**src/rtl/seg7_pkg.sv**
```systemverilog
// Shared definitions for the active-low 7-segment display readback blocks.
package seg7_pkg;

    // All segments off: the digit is intentionally blank.
    localparam logic [6:0] SEG_BLANK = 7'h7F;

    // Active-low segment patterns for hex digits 0..F, ordered a..g in bits 6..0.
    localparam logic [6:0] HEX_TABLE [16] = '{
        7'h01, 7'h4F, 7'h12, 7'h06,
        7'h4C, 7'h24, 7'h20, 7'h0F,
        7'h00, 7'h0C, 7'h08, 7'h60,
        7'h31, 7'h42, 7'h30, 7'h38
    };

    // TRACK waits for a settled digit; HOLD blocks re-acceptance until the bus changes.
    typedef enum logic {
        TRACK,
        HOLD
    } state_t;

endpackage

```
**src/rtl/seg7_pattern_dec.sv**
```systemverilog
// Combinational inverse of the hex-to-segment path: active-low pattern to nibble.
module seg7_pattern_dec
    import seg7_pkg::*;
(
    input  logic [6:0] seg_n,
    output logic [3:0] nibble,
    output logic       is_hex,
    output logic       is_blank
);

    // Search the hex table; blank and unknown patterns both report nibble 0.
    always_comb begin
        nibble   = 4'h0;
        is_hex   = 1'b0;
        is_blank = (seg_n == SEG_BLANK);
        for (int k = 0; k < 16; k++) begin
            if (seg_n == HEX_TABLE[k]) begin
                nibble = k[3:0];
                is_hex = 1'b1;
            end
        end
    end

endmodule

```
**src/rtl/seven_seg_scan_decoder.sv**
```systemverilog
// Display bus monitor: samples a multiplexed active-low 7-segment bus, waits for each
// digit to settle, decodes it and reassembles the full word once every digit is seen.
module seven_seg_scan_decoder
    import seg7_pkg::*;
#(
    parameter int NUM_DIGITS    = 4,
    parameter int STABLE_CYCLES = 8
) (
    input  logic                          clk,
    input  logic                          rst,
    input  logic [6:0]                    seg_n,
    input  logic [NUM_DIGITS-1:0]         an_n,
    output logic [4*NUM_DIGITS-1:0]       value,
    output logic [NUM_DIGITS-1:0]         blank_mask,
    output logic                          frame_valid,
    output logic                          pattern_err,
    output logic [$clog2(NUM_DIGITS)-1:0] err_digit
);

    localparam int         IDXW    = $clog2(NUM_DIGITS);
    localparam logic [7:0] CNT_MAX = 8'(STABLE_CYCLES - 1);

    logic [6:0]            r_segMeta;
    logic [6:0]            r_segSync;
    logic [6:0]            r_segPrev;
    logic [NUM_DIGITS-1:0] r_anMeta;
    logic [NUM_DIGITS-1:0] r_anSync;
    logic [NUM_DIGITS-1:0] r_anPrev;
    logic [7:0]            r_stabCnt;
    state_t                r_state;
    logic [3:0]            r_digits [NUM_DIGITS];
    logic [NUM_DIGITS-1:0] r_blankRegs;
    logic [NUM_DIGITS-1:0] r_seen;
    logic [4*NUM_DIGITS-1:0] r_value;
    logic [NUM_DIGITS-1:0] r_blankMask;
    logic                  r_frameValid;
    logic                  r_patternErr;
    logic [IDXW-1:0]       r_errDigit;

    int                    w_zeroCount;
    logic                  w_anValid;
    logic                  w_stable;
    logic                  w_accept;
    logic [IDXW-1:0]       w_accIdx;
    logic [4*NUM_DIGITS-1:0] w_digitWord;
    logic [3:0]            w_nibble;
    logic                  w_isHex;
    logic                  w_isBlank;

    // Two-flop synchronizer on the asynchronous display pins, plus the previous sample.
    always_ff @(posedge clk or posedge rst) begin
        if (rst) begin
            r_segMeta <= '1;
            r_segSync <= '1;
            r_segPrev <= '1;
            r_anMeta  <= '1;
            r_anSync  <= '1;
            r_anPrev  <= '1;
        end else begin
            r_segMeta <= seg_n;
            r_segSync <= r_segMeta;
            r_segPrev <= r_segSync;
            r_anMeta  <= an_n;
            r_anSync  <= r_anMeta;
            r_anPrev  <= r_anSync;
        end
    end

    // A sample is usable only when exactly one digit enable is asserted.
    always_comb begin
        w_zeroCount = 0;
        for (int i = 0; i < NUM_DIGITS; i++) begin
            if (!r_anSync[i]) begin
                w_zeroCount = w_zeroCount + 1;
            end
        end
    end

    assign w_anValid = (w_zeroCount == 1);
    assign w_stable  = w_anValid && (r_anSync == r_anPrev) && (r_segSync == r_segPrev);
    assign w_accept  = (r_state == TRACK) && (r_stabCnt == CNT_MAX);

    // Count consecutive identical samples; any change or ghosted anode restarts the count.
    always_ff @(posedge clk or posedge rst) begin
        if (rst) begin
            r_stabCnt <= '0;
        end else if (!w_stable) begin
            r_stabCnt <= '0;
        end else if (r_stabCnt != CNT_MAX) begin
            r_stabCnt <= r_stabCnt + 8'd1;
        end
    end

    // The settled pattern lives in the previous-sample register when it is accepted.
    always_comb begin
        w_accIdx = '0;
        for (int i = 0; i < NUM_DIGITS; i++) begin
            if (!r_anPrev[i]) begin
                w_accIdx = i[IDXW-1:0];
            end
        end
    end

    seg7_pattern_dec u_patternDec (
        .seg_n    (r_segPrev),
        .nibble   (w_nibble),
        .is_hex   (w_isHex),
        .is_blank (w_isBlank)
    );

    // Flatten the per-digit registers into the output word, digit 0 in the low nibble.
    always_comb begin
        w_digitWord = '0;
        for (int i = 0; i < NUM_DIGITS; i++) begin
            w_digitWord[4*i +: 4] = r_digits[i];
        end
    end

    // Acceptance FSM with digit storage, error reporting and frame publication.
    always_ff @(posedge clk or posedge rst) begin
        if (rst) begin
            r_state      <= TRACK;
            r_digits     <= '{default: '0};
            r_blankRegs  <= '0;
            r_seen       <= '0;
            r_value      <= '0;
            r_blankMask  <= '0;
            r_frameValid <= 1'b0;
            r_patternErr <= 1'b0;
            r_errDigit   <= '0;
        end else begin
            r_frameValid <= 1'b0;
            r_patternErr <= 1'b0;
            if (r_seen == '1) begin
                r_value      <= w_digitWord;
                r_blankMask  <= r_blankRegs;
                r_frameValid <= 1'b1;
                r_seen       <= '0;
            end
            case (r_state)
                TRACK: begin
                    if (w_accept) begin
                        if (w_isHex || w_isBlank) begin
                            r_digits[w_accIdx]    <= w_nibble;
                            r_blankRegs[w_accIdx] <= w_isBlank;
                            r_seen[w_accIdx]      <= 1'b1;
                        end else begin
                            r_patternErr <= 1'b1;
                            r_errDigit   <= w_accIdx;
                        end
                        r_state <= w_stable ? HOLD : TRACK;
                    end
                end
                HOLD: begin
                    if (!w_stable) begin
                        r_state <= TRACK;
                    end
                end
                default: r_state <= TRACK;
            endcase
        end
    end

    assign value       = r_value;
    assign blank_mask  = r_blankMask;
    assign frame_valid = r_frameValid;
    assign pattern_err = r_patternErr;
    assign err_digit   = r_errDigit;

endmodule

```
**config.mk**
```make
export PLATFORM = sky130hd
export DESIGN_NAME = seven_seg_scan_decoder
export DESIGN_NICKNAME = d
export VERILOG_FILES = /design/src/rtl/seg7_pkg.sv /design/src/rtl/seg7_pattern_dec.sv /design/src/rtl/seven_seg_scan_decoder.sv
export SDC_FILE = /design/constraint.sdc
export NUM_CORES = 1
export LEC_CHECK = 0
export CORE_MARGIN = 1.5
export CORE_UTILIZATION = 51
export DETAILED_ROUTE_END_ITERATION = 16
export PLACE_DENSITY = 0.83
export SYNTH_ARGS = -nofsm -noshare
export SYNTH_HDL_FRONTEND = slang
export SYNTH_SLANG_ARGS = --single-unit
```
**constraint.sdc**
```tcl
create_clock -name clk -period 2.77 [get_ports clk]
set_input_delay 0.4155 -clock clk [delete_from_list [all_inputs] [get_ports clk]]
set_output_delay 0.4155 -clock clk [all_outputs]
set_load 0.01 [all_outputs]
```
==> metrics <==
status finished clean; Worst-path clk slew 0.08 ns; Congestion Overflow GR 0; max-slew violations 0; CP startpoint kind register; GRT Total Usage 0.1873; RSZ-0062 raised after global routing no; crit path time final 2.503 ns; largest net degree at the start of global routing 41; Synth Warn # 0; iteration count of the initial detailed-routing pass 4; Worst Tran Pin Value 0.6485 ns; diode count 0; largest area contributor in the netlist dfrtp_1; Critical Path RT 3.06 ns; commonest non-fill, non-tap cell in the layout nand2_1; fmax 0.3996 GHz; hold_buf cts 0; Setup Crit Path Kind reg -> reg; post-route ant nets 0; gp weighted congestion 0.7807; post-synthesis register bit count 90; vias 2465; Synth cell types 60; worst path cell trace inv_1 -> ha_1 -> xnor2_1 -> ha_1 -> or4_1 -> o21ai_0 -> nand4_1 -> buf_4 -> nor2_1; share of cells above drive strength 1 0.2137; setup violators final 0; pre-CTS WS 0.1009 ns; 1st-iter DRT viols 84; Net Count, Synth 338; row count 31; total negative slack 0 ns; HP Class reg -> reg; Ports 37; PostCTS Resize Cnt 0; Slew HR 0.5672; CP endpoint kind register; area of the multi-input gates 0.001408 mm^2; Worst Slack Setup Final 0.2674 ns; Area contributors post-synth dfrtp_1, dfstp_2, nand2_1; Lkg Pwr 2.014 nW; # Post-CTS Setup Buffers 0; Post-synth EDFFs 0; Filler Cell Count 612; final clock skew 0.01293 ns; Gate Count Post-Synth 321; area growth from synthesis to layout 17.44%; post-route clock period utilization 0.9035; NumNets Final 377; Max FO, Critical Path 6; most frequent cell on the critical path ha_1; cts bufs inserted 9; die area 0.008010 mm^2; most frequent cells in the layout nand2_1, dfrtp_1, clkdlybuf4s50_1; Clock Latency Late Sink 0.36 ns; Avg Cell Area, Syn 11.89 um^2; DRC Markers 0; Post-DP HPWL 4.520 mm; slowest cell on the critical path dfstp_2; Yosys top cell area share 0.3738; Most used DFF post-synth dfrtp_1; TritonCTS clock tree done; Port Buffers 36; Worst VDD drop 503.7 uV; FFs w/ async S/R, synth 1.000; clk buf depth 2; max cap viols 0; sequential element share of the synthesized area 0.6010; vias in the first global route 2393; Largest stage delay, worst path 0.57 ns; Core Region 0.007253 mm^2; Post-Synthesis Cell Area 0.003816 mm^2; Hold Fails Final Rpt 0; Root Buffer clkbuf_8; CP bufs+invs 2; CTS sink count 90; starting density of the core 0.5261; chip width 89.50 um; Power Density 526.8 mW/mm^2; family with the most delay on the worst path simple AND/OR/NAND/NOR gates; vias per cell 5.313; htree depth 3; WL/cell 14.22 um; FF+latch area 0.002293 mm^2; global-route wire length before repair 11.07 mm; Post-Route WL 6.596 mm; Worst Path Arrival 2.79 ns; Die Y 89.50 um; initial antenna violation count 0
synthesized netlist by cell type (2+ instances only):
master      n
nand2_1    60
dfrtp_1    57
dfstp_2    33
nor2_1     12
inv_1      11
xor2_1     11
nand3_1    10
o21ai_0    10
xnor2_1     9
mux2_2      8
buf_2       7
a2bb2oi_1   5
and3_1      5
clkbuf_1    5
a21oi_1     4
a22o_1      4
and3b_1     4
ha_1        4
nand4_1     4
a21o_1      3
a31oi_4     3
nor3_1      3
o22a_1      3
and4_1      2
mux2_4      2
mux2i_1     2
nand2b_1    2
nand3b_1    2
nor3b_1     2
nor4_1      2
nor4b_1     2
o211ai_1    2
metrics by stage:
step                      utilization  instance area, um^2  hold slack, ns  instances  power, mW
after detailed placement       0.5893                 4274          0.3468        446      1.528
after global placement         0.5893                 4274          0.3453        446      1.522
after global routing           0.6179                 4482          0.3472        464      2.457
final                          0.6179                 4482          0.3496        464      2.361
after floorplan                     -                 3816          0.3452        321      1.486
after CTS                      0.6158                 4467          0.3471        462      2.391
registers in the layout, indices dropped and copies added, names as in the netlist, 7 cells and up:
register,cells
r_digits,16
value,16
r_stabCnt,8
r_segMeta,7
r_segPrev,7
r_segSync,7
cells by family after synthesis:
family,after synthesis,share of synthesized area
DFF,90,0.6010
AOI/OAI and AO/OA,46,0.1023
and+or+nand+nor,123,0.1708
adders and majority gates,4,0.01312
muxes,12,0.03672
xor gates and xnor gates,20,0.04590
buffers and inverters,26,0.03016
power by group:
| group | leakage [nW] | internal, mW | switching (mW) |
|---|---|---|---|
| Combinational | 0.774 | 0.0504 | 0.0597 |
| Sequential | 1.14 | 1.36 | 0.0340 |
| Clock | 0.0970 | 0.415 | 0.444 |
layout make-up:
class                   count  area share
flip-flops and latches     90      0.5117
multi-input cells         205      0.3141
repair buffers             42     0.09324
clock buffers               9     0.02764
well taps                  99     0.02764
clock inverters             7     0.01535
inverters                  12     0.01033
layer usage:
layer	GRT usage	up-vias	wire length [um]
met1	0.2301	1214	2860
met2	0.3110	48	3389
met5	0	-	0
met3	0.05171	11	236
li1	-	1192	-
met4	0.08112	0	109
worst paths after layout:
path,from,end,slack [ns],depth (start not counted)
min,r_segMeta[1],r_segSync[1],0.35,0
max,r_anSync[0],r_stabCnt[3],0.27,9
max reg2reg,r_anSync[0],r_stabCnt[3],0.27,9
min reg2reg,r_segMeta[1],r_segSync[1],0.35,0
max in group asynchronous,rst,r_segMeta[6],1.64,3
min in group asynchronous,rst,err_digit[0],0.45,2
worst register-to-register path: cells and delay by family (launching register included):
family          cells  cell delay (ns)
fa+ha+maj           2             0.58
simple gates        3             0.72
buf+inv             2             0.24
flops               1             0.57
xor+xnor            1             0.24
compound gates      1             0.08
(Power assumes the default switching activity.)
